<file path="src/rtl/greenhouse_pkg.sv">
// Shared types for the greenhouse time-of-day scheduler: minute-of-day
// representation, schedule table entry layout and scheduler FSM states.
package greenhouse_pkg;

  localparam int MIN_PER_DAY = 1440;

  // Minute of the day, 0..1439.
  typedef logic [10:0] tod_t;

  // Channel field is sized for the largest supported channel count (8);
  // narrower builds only use the low bits.
  typedef struct packed {
    logic        enable;
    logic [2:0]  channel;
    tod_t        start;
    logic [10:0] duration;
  } sched_entry_t;

  typedef enum logic [1:0] {
    ST_IDLE,
    ST_SCAN,
    ST_COMMIT
  } sched_state_t;

  // Convert hh:mm into a minute-of-day value.
  function automatic tod_t to_tod(input logic [4:0] hh, input logic [5:0] mm);
    return tod_t'(hh) * tod_t'(60) + tod_t'(mm);
  endfunction

endpackage

</file>
<file path="src/rtl/sched_window_check.sv">
// Combinational on-window test for one schedule entry against the current
// minute of day. Windows wrap past midnight; durations of a full day or more
// keep the entry permanently active.
module sched_window_check
  import greenhouse_pkg::*;
(
  input  tod_t        now,
  input  logic        enable,
  input  tod_t        start,
  input  logic [10:0] duration,
  output logic        hit
);

  // Durations beyond one day are equivalent to exactly one day.
  function automatic logic signed [12:0] sat_duration(input logic [10:0] dur);
    if (dur > 11'(MIN_PER_DAY)) return 13'sd1440;
    else return signed'({2'b00, dur});
  endfunction

  logic signed [12:0] delta;

  // Elapsed minutes since the window start, folded into 0..1439, then compared.
  always_comb begin
    delta = signed'({2'b00, now}) - signed'({2'b00, start});
    if (delta < 13'sd0) delta = delta + 13'sd1440;
    hit = enable && (delta < sat_duration(duration));
  end

endmodule

</file>
<file path="src/rtl/irrigation_scheduler.sv">
// Time-of-day actuator scheduler. Holds NUM_ENTRIES programmable on-windows
// and rescans them one entry per cycle whenever the minute changes or the
// table is written; the ORed result per channel is committed to chan_on.
// Optional feature macro: MANUAL_OVERRIDE_EN adds ovr_mask/ovr_value inputs
// that force individual channels combinationally over the schedule.
module irrigation_scheduler
  import greenhouse_pkg::*;
#(
  parameter int NUM_ENTRIES  = 8,
  parameter int NUM_CHANNELS = 4
) (
  input  logic                            clk,
  input  logic                            rst,
  input  logic [5:0]                      seconds,
  input  logic [5:0]                      minutes,
  input  logic [4:0]                      hours,
  input  logic                            cfg_valid,
  output logic                            cfg_ready,
  input  logic [$clog2(NUM_ENTRIES)-1:0]  cfg_index,
  input  logic                            cfg_enable,
  input  logic [$clog2(NUM_CHANNELS)-1:0] cfg_channel,
  input  logic [4:0]                      cfg_start_hour,
  input  logic [5:0]                      cfg_start_min,
  input  logic [10:0]                     cfg_duration,
`ifdef MANUAL_OVERRIDE_EN
  input  logic [NUM_CHANNELS-1:0]         ovr_mask,
  input  logic [NUM_CHANNELS-1:0]         ovr_value,
`endif
  output logic [NUM_CHANNELS-1:0]         chan_on,
  output logic                            busy
);

  localparam int IDX_W = $clog2(NUM_ENTRIES);
  localparam int CH_W  = $clog2(NUM_CHANNELS);
  localparam logic [IDX_W-1:0] LAST_IDX = IDX_W'(NUM_ENTRIES - 1);

  sched_entry_t              entries [NUM_ENTRIES];
  sched_entry_t              cur;
  sched_entry_t              wr_entry;
  sched_state_t              state, state_n;
  logic [5:0]                prev_min;
  logic                      pending, pending_n;
  logic                      cfg_ready_q;
  logic [IDX_W-1:0]          idx;
  logic [NUM_CHANNELS-1:0]   acc;
  logic [NUM_CHANNELS-1:0]   sched;
  logic [CH_W-1:0]           cur_ch;
  tod_t                      now;
  logic                      cur_hit;
  logic                      min_change;
  logic                      cfg_accept;
  logic                      unused_bits;

  assign now         = to_tod(hours, minutes);
  assign cur         = entries[idx];
  assign cur_ch      = cur.channel[CH_W-1:0];
  assign min_change  = (minutes != prev_min);
  assign cfg_ready   = cfg_ready_q;
  assign cfg_accept  = cfg_valid && cfg_ready_q;
  assign busy        = (state == ST_SCAN) || (state == ST_COMMIT);
  assign unused_bits = ^{seconds, cur.channel};

  sched_window_check u_window (
    .now      (now),
    .enable   (cur.enable),
    .start    (cur.start),
    .duration (cur.duration),
    .hit      (cur_hit)
  );

  // Build the entry image for a config write; out-of-range start times are stored disabled.
  always_comb begin
    wr_entry                    = '0;
    wr_entry.channel[CH_W-1:0]  = cfg_channel;
    wr_entry.start              = to_tod(cfg_start_hour, cfg_start_min);
    wr_entry.duration           = cfg_duration;
    wr_entry.enable             = cfg_enable && (cfg_start_hour <= 5'd23) &&
                                  (cfg_start_min <= 6'd59);
  end

  // Next-state logic; a minute change while starting a scan re-arms pending.
  always_comb begin
    state_n   = state;
    pending_n = pending || min_change || cfg_accept;
    case (state)
      ST_IDLE: begin
        if (pending) begin
          state_n   = ST_SCAN;
          pending_n = min_change;
        end
      end
      ST_SCAN:   if (idx == LAST_IDX) state_n = ST_COMMIT;
      ST_COMMIT: state_n = ST_IDLE;
      default:   state_n = ST_IDLE;
    endcase
  end

  // FSM state register.
  always_ff @(posedge clk or posedge rst) begin
    if (rst) state <= ST_IDLE;
    else     state <= state_n;
  end

  // Trigger tracking and registered handshake ready (ready is high out of reset).
  always_ff @(posedge clk or posedge rst) begin
    if (rst) begin
      pending     <= 1'b1;
      prev_min    <= '0;
      cfg_ready_q <= 1'b1;
    end else begin
      pending     <= pending_n;
      prev_min    <= minutes;
      cfg_ready_q <= (state_n == ST_IDLE) && !pending_n;
    end
  end

  // Scan walker: one entry per cycle into acc, committed to sched at the end.
  always_ff @(posedge clk or posedge rst) begin
    if (rst) begin
      idx   <= '0;
      acc   <= '0;
      sched <= '0;
    end else begin
      case (state)
        ST_IDLE: begin
          if (pending) begin
            idx <= '0;
            acc <= '0;
          end
        end
        ST_SCAN: begin
          if (cur_hit) acc[cur_ch] <= 1'b1;
          idx <= idx + 1'b1;
        end
        ST_COMMIT: sched <= acc;
        default: ;
      endcase
    end
  end

  // Schedule table storage.
  always_ff @(posedge clk or posedge rst) begin
    if (rst) begin
      for (int i = 0; i < NUM_ENTRIES; i++) entries[i] <= '0;
    end else if (cfg_accept) begin
      entries[cfg_index] <= wr_entry;
    end
  end

`ifdef MANUAL_OVERRIDE_EN
  assign chan_on = (ovr_mask & ovr_value) | (~ovr_mask & sched);
`else
  assign chan_on = sched;
`endif

endmodule
</file>
<file path="config.mk">
export PLATFORM = sky130hd
export DESIGN_NAME = irrigation_scheduler
export DESIGN_NICKNAME = d
export VERILOG_FILES = /design/src/rtl/greenhouse_pkg.sv /design/src/rtl/sched_window_check.sv /design/src/rtl/irrigation_scheduler.sv
export SDC_FILE = /design/constraint.sdc
export NUM_CORES = 1
export LEC_CHECK = 0
export CAP_MARGIN = 20
export CORE_MARGIN = 3
export CORE_UTILIZATION = 55
export DETAILED_ROUTE_END_ITERATION = 8
export HOLD_SLACK_MARGIN = 0.08
export PLACE_DENSITY = 0.78
export SLEW_MARGIN = 20
export SYNTH_ARGS = -nofsm -noshare
export SYNTH_HDL_FRONTEND = slang
export SYNTH_HIERARCHICAL = 1
export SYNTH_SLANG_ARGS = --single-unit
</file>
<file path="constraint.sdc">
create_clock -name clk -period 7.3 [get_ports clk]
set_input_delay 1.46 -clock clk [delete_from_list [all_inputs] [get_ports clk]]
set_output_delay 1.46 -clock clk [all_outputs]
set_load 0.05 [all_outputs]
</file>
==> results.toml <==
[run_status]
outcome = "complete, no violations"

[power]
finalPower_mw = 4.47
p_per_area_nw_per_um2 = 315
leakage_nw = 6.88
ir_worst_vdd_mv = 0.250

[detailed_routing]
vias_per_cell = 5.83
drt_iter0_drc = 535
ant_nets = 0
vias = 8245
drt-total-wl_mm = 27.4
wl_per_cell_um = 19.4
drtPass1Iterations = 5
drc = 0

[cells_and_area]
seqCellArea_um2 = 5540
multiInputGateArea_um2 = 6280
num-fill-cells = 1556
final_cell_count_no_fill = 1415
syn_to_final_growth_pct = 16.9
antenna_cells = 0
drive_above_1_share = 0.278
final_nets = 1249

[sta]
skew_ps = 11.0
post-route-min-period_ps = 6960
slew_violations = 0
setup_viol = 0
period_share = 0.954
setup_tns_ps = 0
relSlewSlack = 0.256
tightest_slew_ps = 1120
rsz0062_at_grt = "no"
hold_viol = 0
max_freq_mhz = 144

[clock_network]
cts-root-buf = "clkbuf_16"
cts_buffer_depth = 3
clock_latency_ps = 510
cts.sinks = 221
h-tree-depth = 1
cts_inserted_buffers = 24
cts_tree = "done"
path_clk_slew_ps = 60

[worst_setup_path]
slowest_stage = "fa_1"
crit_end = "acc[2]$_DFFE_PP0P_"
critical_path.max_fanout = 4
critPathMaxStageDelay_ps = 580
cp.depth = 28
start_kind = "input pin"
critPathTopFamily = "adder cells"
worstReg2RegStart = "idx[0]$_DFFE_PP0P_"
path_class = "in2reg"
crit_path_start = "hours[2]"
cp.required_ps = 7690
crit_buf_inv = 4
rr_worst_depth = 21
r2r_setup_slack_ps = 1650
rr_endpoint = "acc[2]$_DFFE_PP0P_"
critPathCaptureType = "register"
critPathArrivalTime_ps = 7350

[grt]
overflow = 0
grt_pass1_wl_mm = 45.0
grt_max_degree = 78
grt_use_total = 0.234
grt_pass1_vias = 8745
antenna_found_initial = 0

[placed_design]
port_buffers = 47
dp_hpwl_mm = 18.5
numPlacedInstances = 1369
gp_congestion = 0.856

[die]
die_y_um = 155
start_util = 0.569
die_x_um = 155
pin_count = 54
core_um2 = 21400
die_area_um2 = 23900
rows = 53

[synthesis]
seq_area_frac_synth = 0.455
syn-num-nets = 1159
synthArstFlopShare = 1.00
yosysWarnings = 6
ys_seq_elements = 221
yosysTopAreaCell = "dfrtp_1"
synth_flop_cell = "dfrtp_1"
syn_inst = 1032
postSynthAreaPerCell_um2 = 11.8
synth_top_area_share = 0.451
synth_edf_count = 0
synth.area.top_cells = "dfrtp_1 45%, mux2_2 14%, mux4_2 9.3%"
netlist_area_um2 = 12100
synth_cell_types = 59

[flow_run]
drv_cap = 0

[worst_hold_path]
hold_path.class = "reg2reg"
-- metrics by stage --
stage	worst slack, ps	util	cell area (um2)	hold slack (ps)
3_5_place_dp	-547	0.621	13300	462
4_1_cts	0.524	0.661	14100	478
6_report	338	0.665	14200	474
3_3_place_gp	-494	0.621	13300	453
2_1_floorplan	275	-	12200	440
5_1_grt	67.2	0.665	14200	484
-- tightest hold or removal path: cells and delay by family, from the launching register on --
kind             cells  cell delay, ps
flip-flops           1             340
AND/OR/NAND/NOR      2             100
-- repair_timing --
| action | 4_1_cts | 5_1_grt |
|---|---|---|
| gates cloned | 0 | 0 |
| endpoints found under the setup margin | 4 | 4 |
| gates resized for setup | 1 | 13 |
| hold buffers | 0 | 0 |
| setup buffers | 0 | 2 |
| pin swaps | 1 | 11 |
-- logic make-up after synthesis --
family / count (synthesis) / share of synthesized area
muxes: 202 / 0.233
DFF: 221 / 0.455
and+or+nand+nor: 247 / 0.0886
buffers and inverters: 107 / 0.0337
AOI/OAI and AO/OA: 138 / 0.0699
xor gates and xnor gates: 38 / 0.0274
adders and majority gates: 79 / 0.0919
-- report_power, final --
group	total, mW	internal [mW]	switching (mW)
Combinational	1.77	0.876	0.892
Clock	1.31	0.811	0.499
Sequential	1.39	1.27	0.129
-- Yosys cell counts, types with 3 or more instances --
cell,number
fa_1,17
nand2_1,151
clkbuf_1,29
buf_1,7
a211oi_1,4
o21a_1,6
xnor2_1,23
ha_1,62
nand4_1,4
xor2_1,15
and3_1,3
a21oi_1,43
mux2_2,148
mux4_2,50
nor3_1,8
a211o_1,3
a21o_1,7
o21bai_1,3
nand2b_1,5
o21ai_0,46
nor2b_1,7
nor2_1,38
and2_1,3
dfrtp_1,219
inv_1,65
o31ai_1,3
or4_1,3
mux2i_1,4
a32o_1,3
a31oi_1,4
nand3_1,10
buf_2,6
-- how the worst min path moves through the flow --
stage | start | end | depth (start not counted)
after floorplan | entries[0]$_DFFE_PP0P_ | entries[0]$_DFFE_PP0P_ | 2
after global routing | entries[22]$_DFFE_PP0P_ | entries[22]$_DFFE_PP0P_ | 2
after CTS | entries[56]$_DFFE_PP0P_ | entries[56]$_DFFE_PP0P_ | 2
final | entries[9]$_DFFE_PP0P_ | entries[9]$_DFFE_PP0P_ | 2
after detailed placement | entries[22]$_DFFE_PP0P_ | entries[22]$_DFFE_PP0P_ | 2
after global placement | entries[9]$_DFFE_PP0P_ | entries[9]$_DFFE_PP0P_ | 2
-- per-layer routing --
layer | vias up | GRT usage | wire length [um]
met5 | - | 0 | 0
met4 | 0 | 0.0601 | 587
met3 | 43 | 0.0378 | 1420
met2 | 184 | 0.402 | 13600
met1 | 4201 | 0.315 | 11800
li1 | 3817 | - | -
-- sequential cells by signal, indices dropped and copies added, names as in the netlist --
name / count
acc: 4
cfg_ready: 1
chan_on: 4
entries: 200
idx: 3
pending: 1
prev_min: 6
state: 2
-- layout make-up --
cell class | count | share of cell area
clock buffer | 33 | 0.0490
clock inverter | 11 | 0.0121
inverter | 65 | 0.0174
multi-input combinational | 704 | 0.442
sequential | 221 | 0.390
tap | 275 | 0.0242
timing repair buffer | 106 | 0.0649
-- cell usage in the layout (no fill, tap or decap), types with 10 or more instances in the layout --
master,n
o21ai_0,45
mux2_2,148
nand2_1,151
clkdlybuf4s50_1,44
xnor2_1,22
clkbuf_16,25
dfrtp_1,217
fa_1,17
nand3_1,10
buf_4,59
nor2_1,35
inv_1,64
ha_1,61
mux4_2,50
a21oi_1,41
xor2_1,15
Note: power is estimated with default switching activity, not from simulation.
